<file path="config.mk">
export PLATFORM = sky130hd
export DESIGN_NAME = multicycle_control_unit_flat
export DESIGN_NICKNAME = d
export VERILOG_FILES = /design/src/rtl/cpu_ctrl_pkg.sv /design/src/rtl/multicycle_control_unit_if.sv /design/src/rtl/busy_timer.sv /design/src/rtl/multicycle_control_unit.sv /design/src/flat_wrapper.sv
export SDC_FILE = /design/constraint.sdc
export NUM_CORES = 1
export LEC_CHECK = 0
export ABC_AREA = 0
export BUFFER_PORTS_ARGS = -buffer_cell sky130_fd_sc_hd__buf_2
export CORE_MARGIN = 5
export CORE_UTILIZATION = 38
export CTS_BUF_LIST = sky130_fd_sc_hd__clkbuf_2 sky130_fd_sc_hd__clkbuf_4 sky130_fd_sc_hd__clkbuf_8
export CTS_CLUSTER_DIAMETER = 60
export DETAILED_ROUTE_END_ITERATION = 7
export GPL_ROUTABILITY_DRIVEN = 0
export PLACE_DENSITY = 0.69
export SYNTH_ARGS = -nofsm -noshare
export SYNTH_HDL_FRONTEND = slang
export SYNTH_SLANG_ARGS = --single-unit
export TNS_END_PERCENT = 5
</file>
<file path="constraint.sdc">
create_clock -name CLK -period 3 [get_ports CLK]
set_input_delay 0.15 -clock CLK [delete_from_list [all_inputs] [get_ports CLK]]
set_output_delay 0.15 -clock CLK [all_outputs]
set_load 0.01 [all_outputs]
</file>
<file path="src/rtl/cpu_ctrl_pkg.sv">
// Shared definitions for the multicycle control unit.
//   state_e      : controller FSM states (IDLE, EXEC, MEM, WB)
//   OP_*         : instruction opcode values
//   ALU_*        : ALU operation select codes
//   op_class     : groups an opcode into the sequence it runs
//   exec_alu     : ALU select / source / negate driven during EXEC
package cpu_ctrl_pkg;

  typedef enum logic [1:0] {
    ST_IDLE = 2'd0,
    ST_EXEC = 2'd1,
    ST_MEM  = 2'd2,
    ST_WB   = 2'd3
  } state_e;

  localparam logic [31:0] OP_LOADI = 32'd0;
  localparam logic [31:0] OP_ADD   = 32'd1;
  localparam logic [31:0] OP_MOV   = 32'd2;
  localparam logic [31:0] OP_SUB   = 32'd3;
  localparam logic [31:0] OP_AND   = 32'd4;
  localparam logic [31:0] OP_OR    = 32'd5;
  localparam logic [31:0] OP_J     = 32'd6;
  localparam logic [31:0] OP_BEQ   = 32'd7;
  localparam logic [31:0] OP_LWD   = 32'd8;
  localparam logic [31:0] OP_LWI   = 32'd9;
  localparam logic [31:0] OP_SWD   = 32'd10;
  localparam logic [31:0] OP_SWI   = 32'd11;

  localparam logic [1:0] ALU_FWD = 2'd0;
  localparam logic [1:0] ALU_ADD = 2'd1;
  localparam logic [1:0] ALU_AND = 2'd2;
  localparam logic [1:0] ALU_OR  = 2'd3;

  typedef enum logic [2:0] {
    CLS_LOADI,
    CLS_ALU,
    CLS_JUMP,
    CLS_BEQ,
    CLS_LOAD,
    CLS_STORE,
    CLS_ILLEGAL
  } op_class_e;

  typedef struct packed {
    logic [1:0] aluop;
    logic       alu_src;
    logic       negate;
  } alu_ctrl_t;

  function automatic op_class_e op_class(input logic [31:0] op);
    case (op)
      OP_LOADI:                        return CLS_LOADI;
      OP_ADD, OP_MOV, OP_SUB,
      OP_AND, OP_OR:                   return CLS_ALU;
      OP_J:                            return CLS_JUMP;
      OP_BEQ:                          return CLS_BEQ;
      OP_LWD, OP_LWI:                  return CLS_LOAD;
      OP_SWD, OP_SWI:                  return CLS_STORE;
      default:                         return CLS_ILLEGAL;
    endcase
  endfunction

  // The "d" memory forms take their address from a register (aluSource=1);
  // the "i" forms use the immediate path.
  function automatic alu_ctrl_t exec_alu(input logic [31:0] op);
    case (op)
      OP_MOV:         return '{ALU_FWD, 1'b1, 1'b0};
      OP_ADD:         return '{ALU_ADD, 1'b1, 1'b0};
      OP_SUB:         return '{ALU_ADD, 1'b1, 1'b1};
      OP_AND:         return '{ALU_AND, 1'b1, 1'b0};
      OP_OR:          return '{ALU_OR,  1'b1, 1'b0};
      OP_BEQ:         return '{ALU_ADD, 1'b1, 1'b1};
      OP_LWD, OP_SWD: return '{ALU_FWD, 1'b1, 1'b0};
      default:        return '{ALU_FWD, 1'b0, 1'b0};
    endcase
  endfunction

endpackage

</file>
<file path="src/rtl/multicycle_control_unit_if.sv">
// Controller <-> datapath/sequencer signal bundle.
//   slave  : the control unit (receives instruction/status, drives controls)
//   master : the instruction source / datapath side
// Handshake: an opcode transfers on a rising edge where instr_valid and
// instr_ready are both 1. instr_ready is 1 only while the controller is
// idle; instr_valid in any other cycle is ignored, and opcode only matters
// in the transfer cycle.
interface multicycle_control_unit_if #(
  parameter int OPCODE_W = 8,
  parameter int ALUOP_W  = 3,
  parameter int CNT_W    = 16
);
  logic                instr_valid;
  logic [OPCODE_W-1:0] opcode;
  logic                zero;
  logic                busywait;
  logic                instr_ready;
  logic [ALUOP_W-1:0]  aluop;
  logic                aluSource;
  logic                negate;
  logic                regWriteEnable;
  logic                memRead;
  logic                memWrite;
  logic                pcWrite;
  logic                branchTaken;
  logic                jump;
  logic                error;
  logic [CNT_W-1:0]    retired;

  modport slave (
    input  instr_valid, opcode, zero, busywait,
    output instr_ready, aluop, aluSource, negate, regWriteEnable, memRead,
           memWrite, pcWrite, branchTaken, jump, error, retired
  );

  modport master (
    output instr_valid, opcode, zero, busywait,
    input  instr_ready, aluop, aluSource, negate, regWriteEnable, memRead,
           memWrite, pcWrite, branchTaken, jump, error, retired
  );
endinterface

</file>
<file path="src/rtl/busy_timer.sv">
// Counts memory stall cycles and flags when the limit is reached.
//   clk, rst   : clock, synchronous active-high reset
//   i_clear    : zero the count (dominates enable)
//   i_enable   : count this cycle
//   o_expired  : count has reached LIMIT; the count then holds
module busy_timer #(
  parameter int LIMIT = 255,
  parameter int W     = 16
) (
  input  logic clk,
  input  logic rst,
  input  logic i_clear,
  input  logic i_enable,
  output logic o_expired
);
  logic [W-1:0] r_count;

  always_ff @(posedge clk) begin
    if (rst || i_clear) begin
      r_count <= '0;
    end else if (i_enable && !o_expired) begin
      r_count <= r_count + W'(1);
    end
  end

  assign o_expired = (r_count >= W'(LIMIT));
endmodule

</file>
<file path="src/rtl/multicycle_control_unit.sv">
// Multicycle CPU controller: accepts an opcode in IDLE, then sequences
// EXEC -> (MEM) -> (WB) -> IDLE and drives the datapath controls.
//   CLK, RESET    : clock, synchronous active-high reset
//   bus (slave)   : instruction handshake, zero/busywait status, controls,
//                   retired-instruction counter
//   o_dbg_state   : current FSM state
// Controls are decoded from the state register, the latched opcode and the
// stall timer. Two controls also look at a live status input because they
// must act in the same cycle the status is seen: branchTaken follows zero
// in EXEC, and a store's pcWrite rises in the MEM cycle busywait drops.
module multicycle_control_unit
  import cpu_ctrl_pkg::*;
#(
  parameter int OPCODE_W    = 8,
  parameter int ALUOP_W     = 3,
  parameter int MEM_TIMEOUT = 255,
  parameter int CNT_W       = 16
) (
  input  logic                     CLK,
  input  logic                     RESET,
  multicycle_control_unit_if.slave bus,
  output state_e                   o_dbg_state
);
  state_e              r_state;
  state_e              w_next_state;
  logic [OPCODE_W-1:0] r_opcode;
  logic [CNT_W-1:0]    r_retired;
  op_class_e           w_class;
  alu_ctrl_t           w_alu;
  logic                w_retire;
  logic                w_expired;
  logic                w_timer_clear;

  assign w_class       = op_class(32'(r_opcode));
  assign w_alu         = exec_alu(32'(r_opcode));
  assign w_timer_clear = (r_state != ST_MEM);
  assign o_dbg_state   = r_state;

  busy_timer #(.LIMIT(MEM_TIMEOUT), .W(16)) u_busy_timer (
    .clk       (CLK),
    .rst       (RESET),
    .i_clear   (w_timer_clear),
    .i_enable  (bus.busywait),
    .o_expired (w_expired)
  );

  always_ff @(posedge CLK) begin
    if (RESET) begin
      r_state   <= ST_IDLE;
      r_opcode  <= '0;
      r_retired <= '0;
    end else begin
      r_state <= w_next_state;
      if (r_state == ST_IDLE && bus.instr_valid) r_opcode <= bus.opcode;
      if (w_retire) r_retired <= r_retired + CNT_W'(1);
    end
  end

  always_comb begin
    w_next_state = r_state;
    w_retire     = 1'b0;
    case (r_state)
      ST_IDLE: if (bus.instr_valid) w_next_state = ST_EXEC;
      ST_EXEC: begin
        case (w_class)
          CLS_LOADI, CLS_ALU:  w_next_state = ST_WB;
          CLS_LOAD, CLS_STORE: w_next_state = ST_MEM;
          CLS_JUMP, CLS_BEQ: begin
            w_next_state = ST_IDLE;
            w_retire     = 1'b1;
          end
          default:             w_next_state = ST_IDLE;
        endcase
      end
      ST_MEM: begin
        // Timeout wins over a late busywait release: the access is abandoned.
        if (w_expired) begin
          w_next_state = ST_IDLE;
        end else if (!bus.busywait) begin
          if (w_class == CLS_LOAD) begin
            w_next_state = ST_WB;
          end else begin
            w_next_state = ST_IDLE;
            w_retire     = 1'b1;
          end
        end
      end
      ST_WB: begin
        w_next_state = ST_IDLE;
        w_retire     = 1'b1;
      end
      default: w_next_state = ST_IDLE;
    endcase
  end

  always_comb begin
    bus.instr_ready    = 1'b0;
    bus.aluop          = '0;
    bus.aluSource      = 1'b0;
    bus.negate         = 1'b0;
    bus.regWriteEnable = 1'b0;
    bus.memRead        = 1'b0;
    bus.memWrite       = 1'b0;
    bus.pcWrite        = 1'b0;
    bus.branchTaken    = 1'b0;
    bus.jump           = 1'b0;
    bus.error          = 1'b0;
    bus.retired        = r_retired;
    case (r_state)
      ST_IDLE: bus.instr_ready = 1'b1;
      ST_EXEC: begin
        bus.aluop     = ALUOP_W'(w_alu.aluop);
        bus.aluSource = w_alu.alu_src;
        bus.negate    = w_alu.negate;
        case (w_class)
          CLS_JUMP: begin
            bus.pcWrite = 1'b1;
            bus.jump    = 1'b1;
          end
          CLS_BEQ: begin
            bus.pcWrite     = 1'b1;
            bus.branchTaken = bus.zero;
          end
          CLS_ILLEGAL: begin
            bus.pcWrite = 1'b1;
            bus.error   = 1'b1;
          end
          default: ;
        endcase
      end
      ST_MEM: begin
        if (w_expired) begin
          bus.error = 1'b1;
        end else begin
          bus.memRead  = (w_class == CLS_LOAD);
          bus.memWrite = (w_class == CLS_STORE);
          bus.pcWrite  = (w_class == CLS_STORE) && !bus.busywait;
        end
      end
      ST_WB: begin
        bus.regWriteEnable = 1'b1;
        bus.pcWrite        = 1'b1;
      end
      default: ;
    endcase
  end
endmodule
</file>
<file path="src/flat_wrapper.sv">
// flat-port wrapper written by rule: the top's interface ports become plain ports
module multicycle_control_unit_flat import cpu_ctrl_pkg::*;
#(
  parameter int OPCODE_W    = 8,
  parameter int ALUOP_W     = 3,
  parameter int MEM_TIMEOUT = 255,
  parameter int CNT_W       = 16
)
  (CLK, RESET, o_dbg_state, bus_instr_valid, bus_opcode, bus_zero, bus_busywait, bus_instr_ready, bus_aluop, bus_aluSource, bus_negate, bus_regWriteEnable, bus_memRead, bus_memWrite, bus_pcWrite, bus_branchTaken, bus_jump, bus_error, bus_retired);
  multicycle_control_unit_if #(.OPCODE_W(OPCODE_W), .ALUOP_W(ALUOP_W), .CNT_W(CNT_W)) bus_i ();
  input  logic CLK;
  input  logic RESET;
  output state_e o_dbg_state;
  input wire logic [$bits(bus_i.instr_valid)-1:0] bus_instr_valid;
  input wire logic [$bits(bus_i.opcode)-1:0] bus_opcode;
  input wire logic [$bits(bus_i.zero)-1:0] bus_zero;
  input wire logic [$bits(bus_i.busywait)-1:0] bus_busywait;
  output wire logic [$bits(bus_i.instr_ready)-1:0] bus_instr_ready;
  output wire logic [$bits(bus_i.aluop)-1:0] bus_aluop;
  output wire logic [$bits(bus_i.aluSource)-1:0] bus_aluSource;
  output wire logic [$bits(bus_i.negate)-1:0] bus_negate;
  output wire logic [$bits(bus_i.regWriteEnable)-1:0] bus_regWriteEnable;
  output wire logic [$bits(bus_i.memRead)-1:0] bus_memRead;
  output wire logic [$bits(bus_i.memWrite)-1:0] bus_memWrite;
  output wire logic [$bits(bus_i.pcWrite)-1:0] bus_pcWrite;
  output wire logic [$bits(bus_i.branchTaken)-1:0] bus_branchTaken;
  output wire logic [$bits(bus_i.jump)-1:0] bus_jump;
  output wire logic [$bits(bus_i.error)-1:0] bus_error;
  output wire logic [$bits(bus_i.retired)-1:0] bus_retired;
  assign bus_i.instr_valid = bus_instr_valid;
  assign bus_i.opcode = bus_opcode;
  assign bus_i.zero = bus_zero;
  assign bus_i.busywait = bus_busywait;
  assign bus_instr_ready = bus_i.instr_ready;
  assign bus_aluop = bus_i.aluop;
  assign bus_aluSource = bus_i.aluSource;
  assign bus_negate = bus_i.negate;
  assign bus_regWriteEnable = bus_i.regWriteEnable;
  assign bus_memRead = bus_i.memRead;
  assign bus_memWrite = bus_i.memWrite;
  assign bus_pcWrite = bus_i.pcWrite;
  assign bus_branchTaken = bus_i.branchTaken;
  assign bus_jump = bus_i.jump;
  assign bus_error = bus_i.error;
  assign bus_retired = bus_i.retired;
  multicycle_control_unit #(.OPCODE_W(OPCODE_W), .ALUOP_W(ALUOP_W), .MEM_TIMEOUT(MEM_TIMEOUT), .CNT_W(CNT_W)) u_core (.CLK(CLK), .RESET(RESET), .bus(bus_i), .o_dbg_state(o_dbg_state));
endmodule
</file>
==> flow_metrics.tcl <==
set metrics [dict create \
    status "completed" \
    startpoint_type "flip-flop" \
    multiInputGateArea_sq_um 1150 \
    period_minus_slack_ns 2.33 \
    synth-edff-count 0 \
    regArea_sq_um 981 \
    syn2layout_area_growth_pct 15.3 \
    cp.required_ns 3.24 \
    timing.final.hold_violations 0 \
    hold_path_depth 3 \
    cp_num_buf_inv 1 \
    ios 44 \
    synth_cell_type_count 45 \
    wl_per_cell_um 13.0 \
    vias_per_cell 5.28 \
    clock-sinks 49 \
    crit_family "compound AO/OA/AOI/OAI gates" \
    htree_levels 2 \
    power_leakage_nw 1.06 \
    die_w_um 87.0 \
    max_freq_mhz 429 \
    grt_pass1_wl_mm 8.41 \
    postSynthCellCount 265 \
    crit_chain "inv_1 -> ha_1 -> a311o_1 -> o22a_1 -> or4_1 -> a21oi_1" \
    ff2ff_path_depth 6 \
    syn_avg_cell_area_sq_um 8.49 \
    diodes 0 \
    path_class "reg -> reg" \
    nets 320 \
    gr-usage-all-layers_pct 13.8 \
    synthArstFlopShare_pct 0 \
    cp_max_fo 30 \
    maxCapViolCount 0 \
    timing.final.max_slew_violations 0 \
    syn_nets 284 \
    hold_buffers 0 \
    r2r_setup_slack_ns 0.67 \
    post-dp-hpwl_mm 3.55 \
    cp_slowest_cell "or4_1" \
    grt_pass1_vias 1863 \
    cts_buffers 5 \
    gr-total-overflow 0 \
    root_buffer "clkbuf_8" \
    grt_max_degree 32 \
    worstReg2RegStart "u_core.o_dbg_state[0]" \
    hold_path.class "in -> reg" \
    drc 0 \
    drt_iter0_drc 88 \
    synth_top_cell_area_share_pct 43.6 \
    worstMarginPinSlew_ns 0.851 \
    critPathArrivalTime_ns 2.57 \
    fin_ws_ns 0.668 \
    yosysTopAreaCell "dfxtp_1" \
    drtAntennaViolNets 0 \
    fp.coreArea_sq_um 5850 \
    clk_latency_ns 0.31 \
    slew_headroom_pct 43.2 \
    dieHeight_um 87.0 \
    final_cell_mix "dfxtp_1 (49), buf_2 (42), a21oi_1 (23), nand2_1 (21), nor2_1 (17)" \
    drt-pass1-iter-count 4 \
    clk_path_buf_depth 2 \
    clk_transition_reported_paths_ns 0.10 \
    routed_wl_mm 4.91 \
    fin_crit_sh_pct 77.7 \
    preCtsSetupSlack_ns 0.729 \
    synth_seq_area_share_pct 43.6 \
    cp_slowest_stage_delay_ns 0.62 \
    syn_area_sq_um 2250 \
    n_fill_cell 586 \
    power.density_nw_per_um2 493 \
    fin_skew_ns 0.0135 \
    setup-violations-final 0 \
    grt_setup_unrepaired "no" \
    vias 1989 \
    start_util_pct 38.5 \
    ys.flop_type "dfxtp_1" \
    r2r_end "u_core.bus.retired[8]" \
    cts_tree "done" \
    whs_endpoint "u_core.r_opcode[5]" \
    synth.area.top_cells "dfxtp_1 (44%), a21oi_1 (5.1%), nand3_1 (3.6%), nand2_1 (3.5%), ha_1 (3.3%)" \
    rows 28 \
    numPortBuffers 42 \
    ys_ff_latch 49 \
    final_common_cell "dfxtp_1" \
    cp-end-kind "flip-flop" \
    drive_above_1_share_pct 19.9 \
    cts_resized 0 \
    antenna_found_initial 0 \
    post_cts_buffers 0 \
    ir_drop_v 0.000179 \
    die_area_sq_um 7560 \
    setup_tns_ns 0 \
    min_from "bus_opcode[5]" \
    yosys_warnings 0 \
]
[final cells by class]
type	instances	area share (%)
timing repair buffer	44	8.68
clock buffer	5	2.65
inverter	13	1.88
tap	75	3.62
sequential	49	37.8
multi-input combinational	188	44.4
clock inverter	3	1.01
[cells by family after synthesis]
kind of cell,after synthesis,share of synthesized area [%]
compound gates,57,15.7
xor+xnor,6,2.33
fa+ha+maj,6,3.34
buf+inv,28,5.28
flops,49,43.6
mux,4,1.78
other cells,1,0.167
simple gates,114,27.8
[worst max path at each step]
| stage | cells after the start | slack, ns | endpoint | start |
|---|---|---|---|---|
| floorplan | 7 | 0.91 | u_core.bus.retired[10] | u_core.o_dbg_state[0] |
| global placement | 6 | 0.80 | u_core.bus.retired[6] | u_core.o_dbg_state[0] |
| detailed placement | 6 | 0.73 | u_core.bus.retired[8] | u_core.o_dbg_state[0] |
| CTS | 6 | 0.69 | u_core.bus.retired[8] | u_core.o_dbg_state[1] |
| global route | 6 | 0.46 | u_core.bus.retired[8] | u_core.o_dbg_state[1] |
| finish | 6 | 0.67 | u_core.bus.retired[8] | u_core.o_dbg_state[0] |
[layer usage]
| metal | routed length (um) | up-vias | GRT usage [%] |
|---|---|---|---|
| met1 | 2250 | 925 | 16.5 |
| met5 | 0 | - | 0 |
| li1 | - | 1015 | - |
| met2 | 2400 | 39 | 23.3 |
| met3 | 168 | 10 | 3.50 |
| met4 | 87 | 0 | 5.81 |
[worst min-delay path: cells and delay by family]
kind	cells	cell delay [ns]
AND/OR/NAND/NOR	1	0.06
AO/OA/AOI/OAI	1	0.05
buffers and inverters	1	0.10
[synth_stat cells, drive strengths merged (6+ instances only)]
| library cell | instances |
|---|---|
| ha | 6 |
| buf | 7 |
| nor3 | 11 |
| a21oi | 23 |
| clkbuf | 8 |
| and2 | 8 |
| nand3 | 16 |
| and3 | 9 |
| o21ai | 15 |
| inv | 13 |
| nor2 | 17 |
| or3 | 12 |
| dfxtp | 49 |
| nand2 | 21 |
[power by group]
group	switching, mW	internal, mW
sequential	0.0155	0.674
clock	0.242	0.173
combinational	0.107	0.0677
total	0.364	0.916
[metrics by stage]
step	hold WS, ns	instances	power [mW]	cell area, sq um	utilization, %
5_1_grt	0.0777	377	1.35	2590	44.4
4_1_cts	0.0763	377	1.30	2590	44.4
6_report	0.0802	377	1.28	2590	44.4
2_1_floorplan	0.297	265	0.825	2250	-
3_3_place_gp	0.407	369	0.877	2500	42.7
3_5_place_dp	0.419	369	0.879	2500	42.7
No activity file was read; power rests on OpenSTA's default activity.
